`src/rtl/rsp_frame_tx.sv`:
```
// Purpose: serialises one response frame (SOF, LEN, CMD, payload, EOF) to a UART byte interface.
// Latency: first byte valid one cycle after start; each payload byte costs a FETCH plus a PLD cycle.
// Backpressure: tx_valid/tx_ready handshake; the FSM and tx_data hold while tx_ready is low.
module rsp_frame_tx #(
    parameter int          PLD_MAX  = 16,
    parameter logic [7:0]  SOF_BYTE = 8'hFE,
    parameter logic [7:0]  EOF_BYTE = 8'hEF
) (
    input  logic       clk,
    input  logic       rst,
    input  logic       start,
    input  logic [7:0] cmd,
    input  logic [4:0] pld_len,
    output logic [3:0] pld_rd_addr,
    input  logic [7:0] pld_rd_data,
    output logic [7:0] tx_data,
    output logic       tx_valid,
    input  logic       tx_ready,
    output logic       busy,
    output logic       done
);

    typedef enum logic [2:0] {
        S_IDLE,
        S_SOF,
        S_LEN,
        S_CMD,
        S_FETCH,
        S_PLD,
        S_EOF,
        S_DONE
    } state_t;

    // PLD_MAX is expected to be 1..16, so it always fits the 5-bit length field.
    localparam logic [4:0] PLD_MAX_L = 5'(PLD_MAX);

    state_t     state_q;
    logic [7:0] cmd_q;
    logic [4:0] n_q;
    logic [4:0] idx_q;
    logic [7:0] tx_data_q;
    logic       tx_valid_q;
    logic       busy_q;
    logic       done_q;
    logic [3:0] addr_q;

    logic [4:0] n_d;
    logic [4:0] idx_inc;
    logic       xfer;

    // Effective payload length is the requested length clipped to the buffer size.
    always_comb begin
        n_d = (pld_len > PLD_MAX_L) ? PLD_MAX_L : pld_len;
    end

    assign idx_inc = idx_q + 5'd1;
    assign xfer    = tx_valid_q & tx_ready;

    // Frame sequencer; every output is registered and set up for the state being entered.
    always_ff @(posedge clk) begin
        if (rst) begin
            state_q    <= S_IDLE;
            cmd_q      <= 8'd0;
            n_q        <= 5'd0;
            idx_q      <= 5'd0;
            tx_data_q  <= 8'd0;
            tx_valid_q <= 1'b0;
            busy_q     <= 1'b0;
            done_q     <= 1'b0;
            addr_q     <= 4'd0;
        end else begin
            case (state_q)
                S_IDLE: begin
                    done_q <= 1'b0;
                    if (start) begin
                        cmd_q      <= cmd;
                        n_q        <= n_d;
                        idx_q      <= 5'd0;
                        state_q    <= S_SOF;
                        tx_data_q  <= SOF_BYTE;
                        tx_valid_q <= 1'b1;
                        busy_q     <= 1'b1;
                    end
                end
                S_SOF: begin
                    if (xfer) begin
                        state_q   <= S_LEN;
                        tx_data_q <= {3'b000, n_q} + 8'd1;
                    end
                end
                S_LEN: begin
                    if (xfer) begin
                        state_q   <= S_CMD;
                        tx_data_q <= cmd_q;
                    end
                end
                S_CMD: begin
                    if (xfer) begin
                        if (n_q != 5'd0) begin
                            state_q    <= S_FETCH;
                            tx_valid_q <= 1'b0;
                            addr_q     <= idx_q[3:0];
                        end else begin
                            state_q   <= S_EOF;
                            tx_data_q <= EOF_BYTE;
                        end
                    end
                end
                S_FETCH: begin
                    // Buffer data for addr_q is valid during this cycle; capture it as the next byte.
                    state_q    <= S_PLD;
                    tx_data_q  <= pld_rd_data;
                    tx_valid_q <= 1'b1;
                    addr_q     <= 4'd0;
                end
                S_PLD: begin
                    if (xfer) begin
                        idx_q <= idx_inc;
                        if (idx_inc < n_q) begin
                            state_q    <= S_FETCH;
                            tx_valid_q <= 1'b0;
                            addr_q     <= idx_inc[3:0];
                        end else begin
                            state_q   <= S_EOF;
                            tx_data_q <= EOF_BYTE;
                        end
                    end
                end
                S_EOF: begin
                    if (xfer) begin
                        state_q    <= S_DONE;
                        tx_valid_q <= 1'b0;
                        done_q     <= 1'b1;
                    end
                end
                S_DONE: begin
                    state_q <= S_IDLE;
                    done_q  <= 1'b0;
                    busy_q  <= 1'b0;
                end
                default: begin
                    state_q    <= S_IDLE;
                    tx_valid_q <= 1'b0;
                    busy_q     <= 1'b0;
                    done_q     <= 1'b0;
                    addr_q     <= 4'd0;
                end
            endcase
        end
    end

    assign pld_rd_addr = addr_q;
    assign tx_data     = tx_data_q;
    assign tx_valid    = tx_valid_q;
    assign busy        = busy_q;
    assign done        = done_q;

endmodule
```
`config.mk`:
```
export PLATFORM = sky130hd
export DESIGN_NAME = rsp_frame_tx
export DESIGN_NICKNAME = d
export VERILOG_FILES = /design/src/rtl/rsp_frame_tx.sv
export SDC_FILE = /design/constraint.sdc
export NUM_CORES = 1
export LEC_CHECK = 0
export CAP_MARGIN = 40
export CORE_ASPECT_RATIO = 1.1
export CORE_UTILIZATION = 55
export DETAILED_ROUTE_END_ITERATION = 16
export PLACE_DENSITY_LB_ADDON = 0.3
export SYNTH_ARGS = -nofsm -noshare
export SYNTH_HDL_FRONTEND = slang
export SYNTH_SLANG_ARGS = --single-unit
```
`constraint.sdc`:
```
create_clock -name clk -period 5.2 [get_ports clk]
set_input_delay 1.04 -clock clk [delete_from_list [all_inputs] [get_ports clk]]
set_output_delay 1.04 -clock clk [all_outputs]
set_load 0.1 [all_outputs]
```
==> results of run 1 <==
## cells by family after synthesis
family                     count (synthesis)  share of synthesized area [%]
muxes                                      2                          1.025
and+or+nand+nor                          105                          27.19
AOI/OAI and AO/OA                         90                          24.83
adders and majority gates                  7                          4.219
DFF                                       36                          34.72
buffers and inverters                     27                          5.485
xor gates and xnor gates                   6                          2.532
## cell type report
class	count	area [sq um]
inverter	7	26.28
clock buffer	6	82.58
fill	278	847.1
timing repair buffer	57	635.6
tap	50	62.56
clock inverter	2	10.01
sequential	36	720.7
multi-input combinational	210	1241
## worst max-delay path, cell delays in order
cell             delay (ns)
clkdlybuf4s50_1        0.48
nand2_1                0.13
o21ai_0                0.31
nand4_4                0.23
or4_1                  0.50
o21ai_0                0.08
## stage by stage
step / utilization, % / hold slack, ns / power (mW) / setup WS (ns)
after floorplan: - / 0.4313 / 0.4276 / 2.852
after global routing: 76.64 / 0.4876 / 0.7306 / 2.463
after CTS: 76.64 / 0.4683 / 0.7078 / 2.656
final: 76.64 / 0.4679 / 0.7033 / 2.644
after global placement: 67.74 / 0.4476 / 0.4711 / 2.396
after detailed placement: 74.09 / 0.4564 / 0.5021 / 2.356
## sequential cells by signal, indices dropped and copies added (netlist names)
signal	cells
cmd_q	8
tx_data	8
idx_q	5
n_q	5
pld_rd_addr	4
state_q	3
busy	1
done	1
tx_valid	1
## per-layer routing
metal	share of wire (%)	track usage (%)
met5	0	0
met3	5.8	6.067
met1	41	35.61
met4	3.5	16.76
met2	49	46.70
## cell usage after synthesis (2+ instances only)
| cell type | n |
|---|---|
| clkbuf_1 | 14 |
| nand2b_1 | 8 |
| o22a_1 | 3 |
| nand3b_1 | 5 |
| or3_1 | 15 |
| nand2_1 | 36 |
| ha_1 | 7 |
| xnor2_1 | 5 |
| o21bai_1 | 2 |
| o21a_1 | 2 |
| and2_1 | 2 |
| a21oi_1 | 47 |
| inv_1 | 7 |
| buf_2 | 4 |
| nor3_1 | 5 |
| a21o_1 | 2 |
| nand3_1 | 6 |
| o22ai_1 | 7 |
| nor2b_1 | 3 |
| nor2_1 | 14 |
| o21ai_0 | 19 |
| dfxtp_1 | 36 |
| and3_2 | 2 |
## layout by cell type, fill, tap and decap left out, types with 2 or more instances in the layout
master and n:
a21o_1 2, a21oi_1 47, and2_1 2, and3_2 2, buf_4 2, buf_8 15
clkbuf_8 6, clkdlybuf4s50_1 39, clkinv_2 2, dfxtp_1 36, ha_1 7, inv_1 7
nand2_1 36, nand2b_1 8, nand3_1 6, nand3b_1 5, nor2_1 14, nor2b_1 3
nor3_1 5, o21a_1 2, o21ai_0 19, o21bai_1 2, o22a_1 3, o22ai_1 7
or3_1 15, xnor2_1 5
## power groups by stage
| stage | Sequential, mW | Combinational (mW) | Clock [mW] |
|---|---|---|---|
| floorplan | 0.365 | 0.0630 | 0 |
| CTS | 0.306 | 0.192 | 0.211 |
| global route | 0.308 | 0.203 | 0.219 |
| finish | 0.306 | 0.191 | 0.206 |
| global placement | 0.311 | 0.160 | 0 |
| detailed placement | 0.312 | 0.190 | 0 |
## worst max path at each step
stage | start | slack (ns) | endpoint
after detailed placement | tx_ready | 2.36 | tx_data[6]
after floorplan | tx_valid | 2.85 | tx_data[0]
after global routing | idx_q[0] | 2.46 | pld_rd_addr[3]
final | tx_ready | 2.64 | tx_data[6]
after global placement | tx_ready | 2.40 | tx_data[6]
after CTS | tx_ready | 2.66 | tx_data[6]
==> flow_summary.json, run 1 <==
{
  "drt-pass1-iter-count": 4,
  "hold_path.class": "reg2reg",
  "ys_seq_area_share_pct": 34.72,
  "grt_pass1_vias": 1899,
  "reg2regPathDepth": 9,
  "fmax_ghz": 0.3912,
  "dp_hpwl_um": 3796,
  "fin_cells": 368,
  "ys.flop_type": "dfxtp_1",
  "critPathRequiredTime_ns": 5.43,
  "clk_latency_ns": 0.29,
  "endpoint_kind": "flip-flop",
  "arrival_ns": 2.78,
  "overflow": 0,
  "rsz0062_at_grt": "no",
  "start_kind": "input port",
  "p_int_mw": 0.4756,
  "syn_to_final_growth_pct": 33.88,
  "start_util_pct": 57.25,
  "syn_area_per_cell_sq_um": 7.603,
  "tritoncts": "done",
  "cts.sink_count": 36,
  "syn_nets": 305,
  "antenna_cells": 0,
  "maxSlewHeadroom_pct": 40.75,
  "htreeDepth": 2,
  "crit_type": "in2reg",
  "cts_buffers": 5,
  "r2r_start": "idx_q[0]",
  "core_sq_mm": 0.003626,
  "antenna_found_initial": 0,
  "placed_cell_area_sq_mm": 0.002686,
  "min_path_cells": 2,
  "final_net_count": 349,
  "die_x_um": 60.58,
  "netlist_area_sq_mm": 0.002076,
  "finalClockSkew_ns": 0.005664,
  "drc": 0,
  "final_area_sq_mm": 0.002779,
  "clock-root-buffer": "clkbuf_8",
  "postRouteAntennaNets": 0,
  "powerDensity_mw_per_mm2": 253.1,
  "crit_fanout": 14,
  "grt_use_total_pct": 29.22,
  "drive_gt1_share_pct": 11.01,
  "synth-seq-cells": 36,
  "p_leak_nw": 1.018,
  "power_switching_mw": 0.2277,
  "portBuffers": 39,
  "final_hold_viol_count": 0,
  "dp_cells": 360,
  "cts_buffer_depth": 2,
  "die_area_sq_mm": 0.004024,
  "io_pins": 40,
  "ctsResizeCount": 0,
  "fin_crit_sh_pct": 49.16,
  "cap_violations": 0,
  "async_reset_ff_share_pct": 0,
  "synth-edff-count": 0,
  "hold_end": "cmd_q[0]",
  "routed_via_density": 5.766,
  "synth_area_leaders": "dfxtp_1 (35%), a21oi_1 (11%), nand2_1 (6.5%)",
  "pwr-share-seq_pct": 43.5,
  "place.gp.congestion": 0.8573,
  "combinationalPowerShare_pct": 27.2,
  "holdBufCountCts": 0,
  "path_clk_slew_ns": 0.07,
  "cts_setup_buffers": 0,
  "fin_crit_ns": 2.556,
  "power_frac_clock_pct": 29.3,
  "r2r-end": "pld_rd_addr[0]",
  "wl_per_cell_um": 14.21,
  "setup_viol": 0,
  "netSwitchingFraction_pct": 32.38,
  "tns_ns": 0,
  "fp.dieH_um": 66.43,
  "rows": 23,
  "maxSlewViolCount": 0,
  "status": "finished, final reports clean",
  "drt_wl_total_um": 5229,
  "synthCells": 273,
  "hold_start": "cmd_q[0]",
  "grt_pass1_wl_um": 8631,
  "drt_iter0_drc": 120,
  "vdd_drop_max_uv": 203.5,
  "synth_top_area_share_pct": 34.72,
  "grt_max_degree": 40,
  "synth_top_area_cell": "dfxtp_1",
  "num_vias": 2122,
  "regToRegSetupSlack_ns": 2.66,
  "tightest_slew_ns": 0.8875,
  "synth_warnings": 0,
  "yosysUniqueCellTypes": 45
}
Power figures use the tool's default switching activity.
==> run 2: changes to the inputs <==
- CORE_UTILIZATION: 55 -> 47
- clock period: 5.2 -> 2.23 ns (I/O delays scaled with it)
==> run 2 against run 1 <==
Net effect: clock-buffer cell count is the same; critical path depth grew 2; global-route usage shrank 6.5 points; die area grew 16%; clock skew grew 0.0028 ns; critical endpoint is now pld_rd_addr[1]; largest power group unchanged.
==> flow_summary.json, run 2 (same netlist as run 1, synthesis figures left out) <==
{
  "status": "finished, final reports clean",
  "die_area_sq_mm": 0.004687,
  "overflow": 0,
  "whs_ns": 0.4584,
  "drc": 0,
  "cts_buffers": 5,
  "num_vias": 2080,
  "drt_iter0_drc": 183,
  "final_hold_viol_count": 0,
  "drt_wl_total_um": 5068,
  "worstSetupStartpoint": "idx_q[0]",
  "critPathRequiredTime_ns": 2.45,
  "clk_latency_ns": 0.29,
  "start_kind": "flip-flop",
  "final_net_count": 352,
  "syn_to_final_growth_pct": 32.73,
  "critPathMaxStageDelay_ns": 0.39,
  "vdd_drop_max_uv": 419.0,
  "dp_hpwl_um": 3550,
  "wl_per_cell_um": 13.59,
  "endpoint_kind": "flip-flop",
  "crit_chain": "ha_4, xor2_1, ha_1, a21oi_1, o21ai_2, a41o_2, or3_1, a21oi_1",
  "crit_buf_inv": 0,
  "core_sq_mm": 0.004084,
  "powerDensity_mw_per_mm2": 576.0,
  "r2r_start": "idx_q[0]",
  "crit_type": "reg2reg",
  "antenna_cells": 0,
  "crit_fanout": 7,
  "grt_pass1_wl_um": 8252,
  "setup_viol": 0,
  "grt_max_degree": 39,
  "finalClockSkew_ns": 0.008477,
  "place.gp.congestion": 0.8392,
  "antenna_found_initial": 0,
  "slowest_stage": "or3_1",
  "hold_start": "cmd_q[5]",
  "fin_crit_ns": 2.177,
  "maxSlewViolCount": 0,
  "mostFrequentLayoutCell": "a21oi_1",
  "io_pins": 40,
  "grt_use_total_pct": 22.70,
  "tightest_slew_ns": 0.5435,
  "holdBufCountCts": 0,
  "fin_crit_sh_pct": 97.61,
  "postRouteAntennaNets": 0,
  "seqCellArea_sq_um": 726.9,
  "fmax_ghz": 0.4594,
  "final_cell_mix": "a21oi_1 (45), nand2_1 (36), buf_4 (34), dfxtp_1 (31), clkdlybuf4s50_1 (24)",
  "cts_buffer_depth": 2,
  "arrival_ns": 2.40,
  "cts.sink_count": 36,
  "path_common_cell": "a21oi_1",
  "grt_pass1_vias": 1867,
  "maxSlewHeadroom_pct": 63.76,
  "path_clk_slew_ns": 0.08,
  "design_power_total_mw": 1.587,
  "worst_slack_ns": 0.05340,
  "multi_input_area_sq_mm": 0.001324,
  "tritoncts": "done",
  "rows": 24,
  "start_util_pct": 50.83,
  "fp.dieH_um": 71.70,
  "drive_gt1_share_pct": 22.12,
  "place_ws_ns": 0.007473,
  "cap_violations": 0,
  "die_x_um": 65.37,
  "drt-pass1-iter-count": 4,
  "clock-root-buffer": "clkbuf_8",
  "critPathTopFamily": "compound AO/OA/AOI/OAI gates",
  "portBuffers": 39,
  "hold_path.class": "reg2reg",
  "htreeDepth": 2,
  "p_leak_nw": 1.059,
  "fill_cells": 354,
  "routed_via_density": 5.576
}
-- run 2: changes by cell type in the layout (fill, tap and decap cells not counted), moves of 5 or more --
cell             change
clkdlybuf4s50_1     -15
dfxtp_2              +5
buf_4               +32
dfxtp_1              -5
buf_8               -15
-- run 2: repair_timing --
item	CTS	global route
gates resized for setup	1	18
setup buffers	0	4
pin swaps	0	2
setup endpoints to repair	3	13
gates cloned	0	1
-- run 2: power breakdown --
| part | internal [mW] | leakage, nW | switching, mW | total (mW) |
|---|---|---|---|---|
| combinational | 0.143 | 0.712 | 0.260 | 0.403 |
| clock | 0.246 | 0.0510 | 0.232 | 0.479 |
| sequential | 0.678 | 0.297 | 0.0270 | 0.705 |
| total | 1.07 | 1.06 | 0.519 | 1.59 |
-- run 2: worst reg2reg max path, stage by stage (launching register included) --
cell and delay, ns:
dfxtp_2 0.34, ha_4 0.17, xor2_1 0.14, ha_1 0.29, a21oi_1 0.19, o21ai_2 0.12, a41o_2 0.34, or3_1 0.39
a21oi_1 0.14
-- run 2: path summary, 6_finish.rpt --
kind / cells past startpoint / slack (ns) / endpoint
worst min-delay path: 2 / 0.46 / cmd_q[5]
worst max-delay path: 8 / 0.05 / pld_rd_addr[1]
worst min register to register: 2 / 0.46 / cmd_q[5]
worst max register to register: 8 / 0.05 / pld_rd_addr[1]
-- run 2: metrics by stage --
stage | utilization (%) | setup TNS (ns) | area (sq um) | cells
2_1_floorplan | - | 0 | 2082 | 273
3_5_place_dp | 62.29 | 0 | 2544 | 360
4_1_cts | 64.58 | 0 | 2638 | 368
6_report | 67.46 | 0 | 2755 | 373
5_1_grt | 67.46 | -0.7342 | 2755 | 373
3_3_place_gp | 62.29 | 0 | 2544 | 360
-- run 2: area by class of cell --
cell class                      instances  share of cell area [%]
Sequential cell                        36                   26.39
Tap cell                               52                   2.361
Clock buffer                            6                   2.997
Timing Repair Buffer                   60                   18.89
Clock inverter                          2                  0.3633
Inverter                                7                  0.9537
Multi-Input combinational cell        210                   48.05
-- run 2: layer usage --
layer	GRT usage [%]	share of wire (%)
met3	5.255	4.3
met1	29.34	47
met2	36.08	47
met5	0	0
met4	9.420	1.4
==> run 3: changes to the inputs <==
- ABC_AREA: unset -> 1
- GPL_ROUTABILITY_DRIVEN: unset -> 0
==> run 3 against run 2 <==
Net effect: core utilization shrank 4.5 points; sequential power rose by 45%; critical path depth increased by 3; clock-buffer cell count is the same; non-clock buffer count fell by 14; sequential share of layout area down 0.38 points; global-route usage increased by 0.17 points; register-to-register slack better by 0.11 ns; highest routed layer unchanged; clock power rose by 16%; sequential cell count stayed put; first-iteration DRC count shrank 43%.
==> flow_summary.json, run 3 <==
{
  "synth_area_leaders": "dfxtp_1 (32%), nand2_1 (12%), nor2_1 (8.1%)",
  "grt_pass1_vias": 1998,
  "synth.most_common_cell": "nand2_1",
  "start_util_pct": 50.44,
  "tightest_slew_ns": 0.4094,
  "reg2regPathDepth": 11,
  "synth_top_area_cell": "dfxtp_1",
  "fp.dieH_um": 74.16,
  "min_path_cells": 2,
  "vdd_drop_max_uv": 543.7,
  "final_net_count": 400,
  "fin_cells": 423,
  "die_area_sq_mm": 0.005013,
  "cts_buffer_depth": 2,
  "synth_commonest_cells": "nand2_1 (73), nor2_1 (48), dfxtp_1 (36)",
  "grt_max_degree": 27,
  "fin_crit_ns": 2.063,
  "ctsResizeCount": 0,
  "cap_violations": 0,
  "overflow": 0,
  "core_sq_mm": 0.004410,
  "p_leak_nw": 1.273,
  "ys_seq_area_share_pct": 32.40,
  "synth_top_area_share_pct": 32.40,
  "cts.sink_count": 36,
  "maxSlewHeadroom_pct": 72.67,
  "mostFrequentLayoutCell": "nand2_1",
  "clock-root-buffer": "clkbuf_8",
  "antenna_found_initial": 0,
  "start_kind": "flip-flop",
  "holdBufCountCts": 0,
  "htreeDepth": 2,
  "finalClockSkew_ns": 0.007951,
  "crit_type": "reg2reg",
  "final_area_sq_mm": 0.002776,
  "drt-pass1-iter-count": 4,
  "path_clk_slew_ns": 0.07,
  "route.met2.wl_um": 2559,
  "fill_cells": 415,
  "wl_met1_um": 2223,
  "drc": 0,
  "final_hold_viol_count": 0,
  "placed_cell_area_sq_mm": 0.002625,
  "crit_fanout": 7,
  "final_cell_mix": "nand2_1 (72), nor2_1 (47), dfxtp_1 (35), inv_1 (31), a21oi_1 (30)",
  "powerDensity_mw_per_mm2": 1441,
  "grt_pass1_wl_um": 8652,
  "yosysUniqueCellTypes": 34,
  "maxSlewViolCount": 0,
  "wl_met3_um": 257,
  "drt_iter0_drc": 104,
  "num_vias": 2200,
  "utilization_pct": 62.95,
  "cts_setup_buffers": 0,
  "arrival_ns": 2.26,
  "syn_area_per_cell_sq_um": 6.866,
  "synth-edff-count": 0,
  "setup_viol": 0,
  "seqCellArea_sq_um": 721.9,
  "syn_to_final_growth_pct": 24.80,
  "top_layer_used": "met4",
  "status": "finished, final reports clean",
  "dp_cells": 414,
  "syn_nets": 356,
  "synthCells": 324,
  "grt_use_total_pct": 22.87,
  "tritoncts": "done",
  "drt_wl_total_um": 5182,
  "synth-seq-cells": 36,
  "tns_ns": 0,
  "die_x_um": 67.60,
  "postRouteAntennaNets": 0,
  "critPathRequiredTime_ns": 2.42,
  "rows": 25,
  "io_pins": 40,
  "cts_buffers": 5,
  "clk_latency_ns": 0.29,
  "hold_path.class": "reg2reg",
  "multi_input_area_sq_mm": 0.001328,
  "fmax_ghz": 0.4847,
  "synth_warnings": 0,
  "ys.flop_type": "dfxtp_1",
  "portBuffers": 39,
  "wl_per_cell_um": 12.25,
  "netlist_area_sq_mm": 0.002225,
  "endpoint_kind": "flip-flop",
  "antenna_cells": 0,
  "drive_gt1_share_pct": 17.34,
  "dp_hpwl_um": 3850,
  "async_reset_ff_share_pct": 0,
  "routed_via_density": 5.201,
  "fin_crit_sh_pct": 92.51
}
-- run 3: cell count changes after synthesis, moves of 6 or more --
| cell | delta |
|---|---|
| o22ai_1 | -7 |
| inv_1 | +24 |
| a21oi_1 | -16 |
| clkbuf_1 | -12 |
| nand2_1 | +37 |
| nand4_1 | +6 |
| nand2b_1 | -8 |
| nor2_1 | +34 |
| or3_1 | -14 |
| nand3_1 | +19 |
-- run 3: per-layer routing --
metal | track usage [%] | up-vias
li1 | - | 1139
met2 | 37.29 | 54
met3 | 5.982 | 14
met4 | 9.929 | 0
met1 | 28.09 | 993
met5 | 0 | -
-- run 3: cells by family after synthesis --
family                   Yosys count  synth area share [%]
XOR/XNOR                           1                0.3938
AND/OR/NAND/NOR                  178                 40.50
AO/OA/AOI/OAI                     55                 12.94
buffers and inverters             47                 9.843
flip-flops                        36                 32.40
adder cells (fa/ha/maj)            7                 3.937
-- run 3: area by class of cell --
class | instances | share of cell area (%)
clock inverter | 2 | 1.262
tap | 54 | 2.434
sequential | 36 | 26.00
clock buffer | 6 | 2.614
timing repair buffer | 46 | 14.60
multi-input combinational | 242 | 47.81
inverter | 37 | 5.273
-- run 3: metrics by stage --
step           hold WS [ns]  worst slack (ns)  power (mW)
2_1_floorplan        0.4246           0.03170       2.886
3_3_place_gp         0.4423            0.1669       3.288
3_5_place_dp         0.4502           0.07291       3.315
4_1_cts              0.4612           0.05048       3.881
5_1_grt              0.5061          -0.03781       4.308
6_report             0.4605            0.1670       4.001
-- run 3: power by group --
part / switching, mW / internal (mW)
clock: 0.227 / 0.332
sequential: 0.168 / 0.849
combinational: 1.71 / 0.718
total: 2.10 / 1.90
-- run 3: worst paths after layout --
kind	slack (ns)	to	from
worst min register to register	0.46	cmd_q[2]	cmd_q[2]
worst max-delay path	0.17	tx_data[6]	idx_q[1]
worst min-delay path	0.46	cmd_q[2]	cmd_q[2]
worst max register to register	0.17	tx_data[6]	idx_q[1]
-- run 3: worst max-delay path: stages (launching register included) --
cell and delay [ns]:
dfxtp_2 0.35, ha_1 0.17, nand2_1 0.10, nor2_2 0.13, xor2_1 0.20, ha_1 0.28
a21oi_2 0.25, nand4_4 0.19, nand2_4 0.14, nand2_1 0.06, nand2_1 0.07, nor2_2 0.03
